File: config.mk
export PLATFORM = sky130hd
export DESIGN_NAME = multi_chan_agc
export DESIGN_NICKNAME = d
export VERILOG_FILES = /design/src/rtl/agc_pkg.sv /design/src/rtl/agc_sat_shift.sv /design/src/rtl/multi_chan_agc.sv
export SDC_FILE = /design/constraint.sdc
export NUM_CORES = 2
export LEC_CHECK = 0
export BUFFER_PORTS_ARGS = -buffer_cell sky130_fd_sc_hd__buf_4
export CORE_MARGIN = 2
export CORE_UTILIZATION = 61
export DETAILED_ROUTE_END_ITERATION = 8
export PLACE_DENSITY = 0.86
export SYNTH_ARGS = -nofsm -noshare
export SYNTH_HDL_FRONTEND = slang
export SYNTH_SLANG_ARGS = --single-unit
File: constraint.sdc
create_clock -name aclk -period 16 [get_ports aclk]
set_input_delay 0.8 -clock aclk [delete_from_list [all_inputs] [get_ports aclk]]
set_output_delay 0.8 -clock aclk [all_outputs]
set_load 0.05 [all_outputs]
File: src/rtl/agc_pkg.sv
// Shared classification type and width-derived thresholds for the multi-channel AGC.
package agc_pkg;

  typedef enum logic [1:0] {CLS_LOW, CLS_MID, CLS_CLIP} agc_cls_e;

  // Saturation rails of a signed w-bit output.
  function automatic longint sat_hi(int unsigned w);
    return (longint'(1) <<< (w - 1)) - 1;
  endfunction

  function automatic longint sat_lo(int unsigned w);
    return -(longint'(1) <<< (w - 1));
  endfunction

  // Open interval bounds for a "low" sample: (low_lo, low_hi).
  function automatic longint low_hi(int unsigned w);
    return (longint'(1) <<< (w - 2)) - 1;
  endfunction

  function automatic longint low_lo(int unsigned w);
    return -(longint'(1) <<< (w - 2));
  endfunction

endpackage

File: src/rtl/agc_sat_shift.sv
// Combinational arithmetic shift, saturation to OUT_WIDTH and clip/low/mid classification.
module agc_sat_shift
  import agc_pkg::*;
#(
  parameter int unsigned IN_WIDTH    = 41,
  parameter int unsigned OUT_WIDTH   = 16,
  parameter int unsigned SHIFT_WIDTH = 5
) (
  input  logic [IN_WIDTH-1:0]    din,
  input  logic [SHIFT_WIDTH-1:0] shift,
  output logic [OUT_WIDTH-1:0]   dout,
  output agc_cls_e               cls
);

  localparam logic signed [IN_WIDTH-1:0] SatHi = IN_WIDTH'(sat_hi(OUT_WIDTH));
  localparam logic signed [IN_WIDTH-1:0] SatLo = IN_WIDTH'(sat_lo(OUT_WIDTH));
  localparam logic signed [IN_WIDTH-1:0] LowHi = IN_WIDTH'(low_hi(OUT_WIDTH));
  localparam logic signed [IN_WIDTH-1:0] LowLo = IN_WIDTH'(low_lo(OUT_WIDTH));

  logic signed [IN_WIDTH-1:0] y;
  logic                       over;
  logic                       under;

  always_comb begin
    y     = $signed(din) >>> shift;
    over  = y > SatHi;
    under = y < SatLo;
    cls   = CLS_MID;
    if (over || under) begin
      cls = CLS_CLIP;
    end else if (y > LowLo && y < LowHi) begin
      cls = CLS_LOW;
    end
    if (over) begin
      dout = SatHi[OUT_WIDTH-1:0];
    end else if (under) begin
      dout = SatLo[OUT_WIDTH-1:0];
    end else begin
      dout = y[OUT_WIDTH-1:0];
    end
  end

endmodule

File: src/rtl/multi_chan_agc.sv
// Per-channel AGC for a TDM AXI-Stream: shift, saturate, adapt shift from clip/low counts.
// Define MULTI_CHAN_AGC_STATUS_EN to add shift_status/clip_sticky outputs and clip_clr input.
module multi_chan_agc
  import agc_pkg::*;
#(
  parameter int unsigned IN_WIDTH    = 41,
  parameter int unsigned OUT_WIDTH   = 16,
  parameter int unsigned NUM_CHANS   = 13,
  parameter int unsigned CHAN_WIDTH  = 4,
  parameter int unsigned SHIFT_WIDTH = 5,
  parameter int unsigned MAX_SHIFT   = IN_WIDTH - OUT_WIDTH,
  parameter int unsigned INIT_SHIFT  = 0,
  parameter int unsigned HIGH_LIMIT  = 122800,
  parameter int unsigned LOW_LIMIT   = 614000000,
  parameter int unsigned WINDOW      = 122800000
) (
  input  logic                   aclk,
  input  logic                   aresetn,
  input  logic [IN_WIDTH-1:0]    s_axis_tdata,
  input  logic [CHAN_WIDTH-1:0]  s_axis_tuser,
  input  logic                   s_axis_tvalid,
  output logic                   s_axis_tready,
  output logic [OUT_WIDTH-1:0]   m_axis_tdata,
  output logic [CHAN_WIDTH-1:0]  m_axis_tuser,
  output logic                   m_axis_tvalid,
  input  logic                   m_axis_tready,
  input  logic                   cfg_freeze,
  input  logic                   cfg_shift_wr,
  input  logic [CHAN_WIDTH-1:0]  cfg_shift_chan,
  input  logic [SHIFT_WIDTH-1:0] cfg_shift_val
`ifdef MULTI_CHAN_AGC_STATUS_EN
  ,
  input  logic                             clip_clr,
  output logic [NUM_CHANS*SHIFT_WIDTH-1:0] shift_status,
  output logic [NUM_CHANS-1:0]             clip_sticky
`endif
);

  localparam int unsigned ClipW = $clog2(HIGH_LIMIT + 1);
  localparam int unsigned LowW  = $clog2(LOW_LIMIT + 1);
  localparam int unsigned TmrW  = (WINDOW > 1) ? $clog2(WINDOW) : 1;

  localparam logic [SHIFT_WIDTH-1:0] MaxShift  = SHIFT_WIDTH'(MAX_SHIFT);
  localparam logic [SHIFT_WIDTH-1:0] InitShift = SHIFT_WIDTH'(INIT_SHIFT);
  localparam logic [ClipW-1:0]       HighLim   = ClipW'(HIGH_LIMIT);
  localparam logic [LowW-1:0]        LowLim    = LowW'(LOW_LIMIT);
  localparam logic [TmrW-1:0]        TmrLast   = TmrW'(WINDOW - 1);

  logic [SHIFT_WIDTH-1:0] shift_q [NUM_CHANS];
  logic [SHIFT_WIDTH-1:0] shift_d [NUM_CHANS];
  logic [ClipW-1:0]       clip_q  [NUM_CHANS];
  logic [ClipW-1:0]       clip_d  [NUM_CHANS];
  logic [LowW-1:0]        low_q   [NUM_CHANS];
  logic [LowW-1:0]        low_d   [NUM_CHANS];
  logic [TmrW-1:0]        tmr_q;

  logic                   accept;
  logic                   wrap;
  logic                   in_range;
  logic [SHIFT_WIDTH-1:0] cur_shift;
  logic [SHIFT_WIDTH-1:0] beat_shift;
  logic [OUT_WIDTH-1:0]   sat_data;
  agc_cls_e               cls;

  assign s_axis_tready = !m_axis_tvalid || m_axis_tready;
  assign accept        = s_axis_tvalid && s_axis_tready;
  assign wrap          = (tmr_q == TmrLast);
  assign in_range      = 32'(s_axis_tuser) < NUM_CHANS;
  // Out-of-range channels pass through unshifted but still saturated.
  assign beat_shift    = in_range ? cur_shift : '0;

  always_comb begin
    cur_shift = '0;
    for (int c = 0; c < NUM_CHANS; c++) begin
      if (s_axis_tuser == CHAN_WIDTH'(c)) cur_shift = shift_q[c];
    end
  end

  agc_sat_shift #(
    .IN_WIDTH   (IN_WIDTH),
    .OUT_WIDTH  (OUT_WIDTH),
    .SHIFT_WIDTH(SHIFT_WIDTH)
  ) u_sat_shift (
    .din  (s_axis_tdata),
    .shift(beat_shift),
    .dout (sat_data),
    .cls  (cls)
  );

  always_comb begin
    shift_d = shift_q;
    clip_d  = clip_q;
    low_d   = low_q;
    for (int c = 0; c < NUM_CHANS; c++) begin
      if (wrap) clip_d[c] = '0;
      if (accept && !cfg_freeze && s_axis_tuser == CHAN_WIDTH'(c)) begin
        case (cls)
          CLS_CLIP: begin
            if (clip_d[c] != HighLim) clip_d[c] = clip_d[c] + 1'b1;
            low_d[c] = '0;
          end
          CLS_LOW: begin
            if (low_d[c] != LowLim) low_d[c] = low_d[c] + 1'b1;
          end
          default: low_d[c] = '0;
        endcase
        if (clip_d[c] == HighLim) begin
          if (shift_q[c] < MaxShift) shift_d[c] = shift_q[c] + 1'b1;
          clip_d[c] = '0;
          low_d[c]  = '0;
        end
        if (low_d[c] == LowLim) begin
          if (shift_q[c] != '0) shift_d[c] = shift_q[c] - 1'b1;
          low_d[c] = '0;
        end
      end
      // Manual write overrides any same-cycle adaptation, frozen or not.
      if (cfg_shift_wr && cfg_shift_chan == CHAN_WIDTH'(c)) begin
        shift_d[c] = (cfg_shift_val > MaxShift) ? MaxShift : cfg_shift_val;
        clip_d[c]  = '0;
        low_d[c]   = '0;
      end
    end
  end

  always_ff @(posedge aclk or negedge aresetn) begin
    if (!aresetn) begin
      for (int c = 0; c < NUM_CHANS; c++) begin
        shift_q[c] <= InitShift;
        clip_q[c]  <= '0;
        low_q[c]   <= '0;
      end
      tmr_q         <= '0;
      m_axis_tvalid <= 1'b0;
      m_axis_tdata  <= '0;
      m_axis_tuser  <= '0;
    end else begin
      shift_q <= shift_d;
      clip_q  <= clip_d;
      low_q   <= low_d;
      tmr_q   <= wrap ? '0 : tmr_q + 1'b1;
      if (accept) begin
        m_axis_tvalid <= 1'b1;
        m_axis_tdata  <= sat_data;
        m_axis_tuser  <= s_axis_tuser;
      end else if (m_axis_tready) begin
        m_axis_tvalid <= 1'b0;
      end
    end
  end

`ifdef MULTI_CHAN_AGC_STATUS_EN
  logic [NUM_CHANS-1:0] sticky_q;

  always_ff @(posedge aclk or negedge aresetn) begin
    if (!aresetn) begin
      sticky_q <= '0;
    end else begin
      for (int c = 0; c < NUM_CHANS; c++) begin
        if (accept && cls == CLS_CLIP && s_axis_tuser == CHAN_WIDTH'(c)) begin
          sticky_q[c] <= 1'b1;
        end else if (clip_clr) begin
          sticky_q[c] <= 1'b0;
        end
      end
    end
  end

  assign clip_sticky = sticky_q;

  always_comb begin
    shift_status = '0;
    for (int c = 0; c < NUM_CHANS; c++) begin
      shift_status[c*SHIFT_WIDTH +: SHIFT_WIDTH] = shift_q[c];
    end
  end
`else
  // Status ports absent in this build.
`endif

endmodule

* Word level (Yosys, flattened, before mapping)
Cells that the tools add are included.
W data, S select, Z words.
** Storage, ports and cells
- Word-level logic and storage cells :: 539
- Bits in latches :: 0
- RAM bits :: 0
- Memory bits (read-only) :: 0
- Input port bits :: 60
- Output and inout port bits :: 22
- Memories :: 0
- Bits in registers :: 724
** Cells by class
- Equal/unequal tests :: 78
- Multiplexer cells :: 282
- Add/sub/neg operators :: 53
- Bitwise operators :: 0
- Reductions and logical operators :: 63
- Magnitude comparators :: 19
- Shifts and indexed selects :: 1
- Divide/modulo/power cells :: 0
- $mul :: 0
** Operator list (number)
- $mux W30 :: 91
- $mux W17 :: 91
- $mux W5 :: 93
- $add A30 B1 Y30 const B :: 13
- $eq A30 B30 Y1 const B :: 13
- $ne A30 B30 Y1 const B :: 13
- $add A17 B1 Y17 const B :: 13
- $eq A17 B17 Y1 const B :: 13
- $ne A17 B17 Y1 const B :: 13
- $add A5 B1 Y5 const B :: 13
- $lt A5 B5 Y1 const B :: 13
- $reduce_bool A5 Y1 :: 13
- $sub A5 B1 Y5 const B :: 13
- $gt A41 B15 Y1 const B :: 1
- $gt A41 B16 Y1 const B :: 1
- $lt A41 B15 Y1 const B :: 1
- $lt A41 B16 Y1 const B :: 1
- $sshr A41 B5 Y41 :: 1
- $eq A4 B4 Y1 const B :: 10
- $eq A4 B3 Y1 const B :: 8
- $mux W16 :: 2
- $logic_and A1 B1 Y1 :: 29
- $reduce_bool A2 Y1 :: 14
- $add A27 B1 Y27 const B :: 1
- other kinds (13) :: 22

* Longest topological paths before layout
- Depth in word-level cells :: 30
- Depth in mapped cells :: 35
- Mapped depth without buffers :: 22

* By module
Synthesis repeated with hierarchy kept, for this count alone.
** Unflattened totals
- Cell total of the unflattened synthesis :: 7516
- Area total of the unflattened synthesis :: 59364.4 um^2
** Modules (own cells, without submodules)
- multi_chan_agc :: cells each 7056, instances 1, area each 55351.8 um^2, sequential area each 18117.4 um^2
- agc_sat_shift :: cells each 460, instances 1, area each 4012.6 um^2, sequential area each 0.0 um^2

* Worst setup path before layout
OpenSTA, ideal clock, no wires.
- Path type :: register to register
- Start :: register tmr_q[7]
- End :: register low_q[224] (netlist name)
- Data required time :: 15.868 ns
- Arrival time :: 7.187 ns
- Setup time :: 0.132 ns
- Period minus slack after synthesis :: 7.318 ns
- Buffers on the path :: 13
- Setup slack :: 8.682 ns
- Stages on the path, launching flop included :: 34
- Path through :: dfrtp_1 -> clkbuf_1 -> and3b_1 -> nand4_1 -> or3_1 -> clkbuf_1 -> clkbuf_1 -> clkbuf_1 -> clkbuf_1 -> clkbuf_1 -> clkbuf_1 -> buf_1 -> buf_1 -> clkbuf_1 -> clkbuf_1 -> nand2_1 -> inv_1 -> ha_1 -> nand4_1 -> nor2_1 -> nand4_1 -> nor2_1 -> xnor2_1 -> or4_1 -> nor3_1 -> nand2_1 -> a22o_1 -> or4_1 -> clkbuf_1 -> o2111ai_1 -> clkbuf_1 -> a21oi_1 -> o21ai_0 -> o31ai_1
** Between the ends
- Word-level cells in the longest chain between the ends :: 13
- Elaborated cells between the ends (all ways) :: 14
- Classes of those cells :: 1 x add/sub; 4 x eq/ne; 9 x mux
** RTL lines
- start: declaration :: RTL line multi_chan_agc.sv:55 : logic [TmrW-1:0] tmr_q;
- start signal: assignment :: RTL line multi_chan_agc.sv:141 : tmr_q <= wrap ? '0 : tmr_q + 1'b1;
- $eq A27 B27 Y1 (*) :: RTL line multi_chan_agc.sv:67 : assign wrap = (tmr_q == TmrLast);
- $mux W17 (*) :: RTL line multi_chan_agc.sv:95 : if (wrap) clip_d[c] = '0;
- $add A17 B1 Y17 / $ne A17 B17 Y1 (equally long branches) :: RTL line multi_chan_agc.sv:99 : if (clip_d[c] != HighLim) clip_d[c] = clip_d[c] + 1'b1;
- $mux W17 :: RTL line multi_chan_agc.sv:99
- $mux W17 (*) :: RTL line multi_chan_agc.sv:97 : case (cls)
- $mux W17 (*) :: RTL line multi_chan_agc.sv:96 : if (accept && !cfg_freeze && s_axis_tuser == CHAN_WIDTH'(c)) begin
- $eq A17 B17 Y1 (*) :: RTL line multi_chan_agc.sv:107 : if (clip_d[c] == HighLim) begin
- $mux W30 (*) :: RTL line multi_chan_agc.sv:107
- $mux W30 (*) :: RTL line multi_chan_agc.sv:96
- $eq A30 B30 Y1 :: RTL line multi_chan_agc.sv:112 : if (low_d[c] == LowLim) begin
- $mux W30 (*) :: RTL line multi_chan_agc.sv:112
- $mux W30 (*) :: RTL line multi_chan_agc.sv:96
- $mux W30 (*) :: RTL line multi_chan_agc.sv:118 : if (cfg_shift_wr && cfg_shift_chan == CHAN_WIDTH'(c)) begin
- end signal: assignment :: RTL line multi_chan_agc.sv:140 : low_q <= low_d;
- end: declaration :: RTL line multi_chan_agc.sv:53 : logic [LowW-1:0] low_q [NUM_CHANS];
Every way passes the cells marked *; elsewhere a longest branch is shown, timed or not. The select of a mux whose other input is x is not followed.
A chain may end at the register's enable or synchronous reset.

==> flow_metrics.py <==
metrics = {
    "yosys": {
        "ys_types": 113,
        "synth_flop_cell": "dfrtp_1",
        "synth-seq-cells": 724,
        "synth_top_area_share_pct": 32.04,
        "netlist.top_cell.by_area": "dfrtp_1",
        "synth_top_family_by_area": "simple AND/OR/NAND/NOR gates",
        "synth_most_common_cell": "nand2_1",
        "postSynthAreaPerCell_sq_um": 7.578,
        "async_flop_share_pct": 100.0,
        "synthCells": 7462,
        "syn-cell-area_sq_um": 56540,
        "syn-num-nets": 7601,
        "synth_compound_area_share_pct": 20.82,
        "synth_area_leaders": "dfrtp_1 (32%), nand2_1 (6.8%), nand3_1 (4.6%), o21ai_0 (4.3%), nor2_1 (4.2%)",
        "synth-simple-area-share_pct": 32.82,
        "synth_xor_area_share_pct": 4.910,
        "yosys_warnings": 0,
        "synth_edf_count": 0,
        "synthAdderAreaFrac_pct": 1.748,
        "seq_area_frac_synth_pct": 32.04,
        "synth_common_cells": "nand2_1 (1,025), dfrtp_1 (724), nor2_1 (631), nand3_1 (519), o21ai_0 (491)",
        "synthMuxAreaShare_pct": 2.720,
    },
    "floorplanning": {
        "die_w_microns": 308.5,
        "start_util_pct": 61.59,
        "core_sq_um": 91800,
        "die_area_sq_um": 95150,
        "io_pins": 82,
        "std_cell_rows": 111,
        "die_height_microns": 308.5,
    },
    "detailed_routing": {
        "vias": 58382,
        "drc": 0,
        "drt_first_pass_iters": 7,
        "avgViaCountPerCell": 6.817,
        "post_drt_wl_per_cell_microns": 19.69,
        "wl_mm": 168.7,
        "drt_iter0_markers": 7404,
        "ant_nets": 0,
    },
    "pwr": {
        "intPower_mw": 3.488,
        "p_sw_mw": 1.603,
        "pwr-share-comb_pct": 17.7,
        "seq_power_share_pct": 42.3,
        "switching_share_pct": 31.49,
        "power_density_nw_per_um2": 84.26,
        "p_leak_nw": 24.34,
        "ir_drop_v": 0.00007357,
        "pwr-share-clk_pct": 40.0,
    },
    "critical_path": {
        "crit_path_start": "s_axis_tuser[0]",
        "r2r_slack_ns": 6.71,
        "required_ns": 16.54,
        "worstRegToRegCells": 20,
        "end_kind": "flop",
        "crit_fanout": 73,
        "cp.arrival_ns": 9.86,
        "worst_r2r_endpoint": "clip_q[38]",
        "startpoint_type": "input pin",
        "r2r-start": "shift_q[25]",
        "crit_type": "in2reg",
    },
    "global_route": {
        "grt_max_degree": 100,
        "grt_antenna_before_repair": 10,
        "grt_usage_pct": 34.71,
        "grt_pass1_vias": 54401,
        "grt_pass1_wl_mm": 276.7,
        "grt_overflow": 0,
    },
    "clock_tree": {
        "cts-resized-gates": 0,
        "post_cts_buffers": 0,
        "clk_latency_ns": 0.68,
        "clk_path_buf_depth": 3,
        "cts_tree": "done",
        "numCtsBuffers": 82,
        "hold_buffers": 0,
        "htreeDepth": 3,
        "cts.reportedPaths.clkPinSlew_ns": 0.06,
        "clkSinkCount": 724,
        "root_buffer": "clkbuf_16",
    },
    "timing": {
        "max_clock_freq_ghz": 0.1074,
        "tns_ns": 0,
        "finalClockSkew_ns": 0.03723,
        "post-route-min-period_ns": 9.315,
        "drv_slew": 0,
        "finalCritPeriodShare_pct": 58.22,
        "setup_viol": 0,
        "finalHoldViolCount": 0,
        "tightest_slew_ns": 1.312,
        "rsz0062_at_grt": "false",
        "relSlewSlack_pct": 11.36,
    },
    "layout": {
        "areaGrowthSynthToFinish_pct": 6.851,
        "stdcell_count": 8564,
        "layout-drive-gt1-share_pct": 6.328,
        "final_nets": 7390,
        "stdcell_area_sq_um": 60420,
    },
    "placement": {
        "dp_hpwl_mm": 115.2,
        "placed_area_sq_um": 57550,
        "port_buffers": 81,
        "place_congestion": 0.9652,
        "placedCellCount": 8410,
    },
    "status": {
        "status": "complete, no violations",
    },
    "job": {
        "drv_cap": 0,
    },
    "hold_path": {
        "hold_class": "in2async",
    },
}
[cells by family (layout without fill, tap and decap cells)]
logic type | Yosys count | after routing
mux | 138 | 138
flops | 724 | 724
buf+inv | 674 | 529
other cells | 0 | 4
simple gates | 3696 | 3696
xor+xnor | 317 | 317
fa+ha+maj | 79 | 79
compound gates | 1834 | 1834
[worst max-delay path, stage by stage]
cell and delay [ns]:
buf_4 0.42, inv_2 0.17, a2111oi_0 0.78, nor2_1 0.41, a31o_2 0.67, a211oi_1 0.61
a2111oi_0 0.19, or4_1 0.59, nor4_1 0.26, or4_1 0.15, nand3_1 0.25, o22ai_4 0.25
buf_4 0.53, buf_4 0.68, nor2_1 0.40, mux2i_1 0.22, or4_1 0.57, nor3_2 0.81
nor2_1 0.56, a32oi_1 0.34, nor2_1 0.07
[flip-flops by register name, summed over array words and instances (netlist names)]
signal	flops
m_axis_tdata	16
m_axis_tvalid	1
tmr_q	27
m_axis_tuser	4
clip_q	221
shift_q	65
low_q	390
[power groups by stage]
stage	combinational [mW]	sequential, mW	clock, mW
after CTS	0.886	2.14	2.05
after global placement	0.855	2.17	0
after floorplan	0.632	2.12	0
after global routing	0.993	2.17	2.12
after detailed placement	0.879	2.17	0
final	0.902	2.15	2.04
[layer usage]
layer / GRT usage, % / share of wire, % / up-vias
li1: - / - / 26929
met3: 6.116 / 9.3 / 606
met5: 0 / 0.067 / -
met4: 15.83 / 4.2 / 16
met2: 55.29 / 46 / 2997
met1: 46.13 / 41 / 27834
[how the worst max path moves through the flow]
| stage | end | slack (ns) | cells after the start |
|---|---|---|---|
| floorplan | low_q[224] | 8.68 | 33 |
| global placement | low_q[60] | 6.57 | 21 |
| detailed placement | clip_q[38] | 6.29 | 21 |
| CTS | clip_q[38] | 6.98 | 21 |
| global route | clip_q[46] | 6.08 | 21 |
| finish | clip_q[38] | 6.69 | 21 |
[cells in the final DEF, fill, tap and decap left out, types with 139 or more instances in the layout]
cell type	count
nor2_1	624
xor2_1	155
a21oi_1	367
nand4_1	167
xnor2_1	162
nor3_1	313
dfrtp_1	724
and3_1	221
nand3_1	519
nor4_1	139
buf_4	173
o21ai_0	491
nand2_1	1024
inv_1	202
[cell type report]
class                           instances  area (sq um)
Antenna cell                            4         10.01
Clock buffer                          108          2342
Clock inverter                         42         518.0
Fill cell                            7584         31380
Inverter                              205         769.5
Multi-Input combinational cell       6064         35790
Sequential cell                       724         18120
Tap cell                             1243          1555
Timing Repair Buffer                  174          1314
[through the flow]
step / utilization [%] / hold WS (ns) / power, mW / worst slack, ns
global route: 65.81 / 0.2354 / 5.283 / 6.081
floorplan: - / 0.4530 / 2.756 / 8.682
detailed placement: 62.69 / 0.4808 / 3.051 / 6.291
CTS: 65.80 / 0.1868 / 5.077 / 6.979
global placement: 62.69 / 0.4744 / 3.022 / 6.574
finish: 65.81 / 0.1703 / 5.091 / 6.685
(Power assumes the default switching activity.)
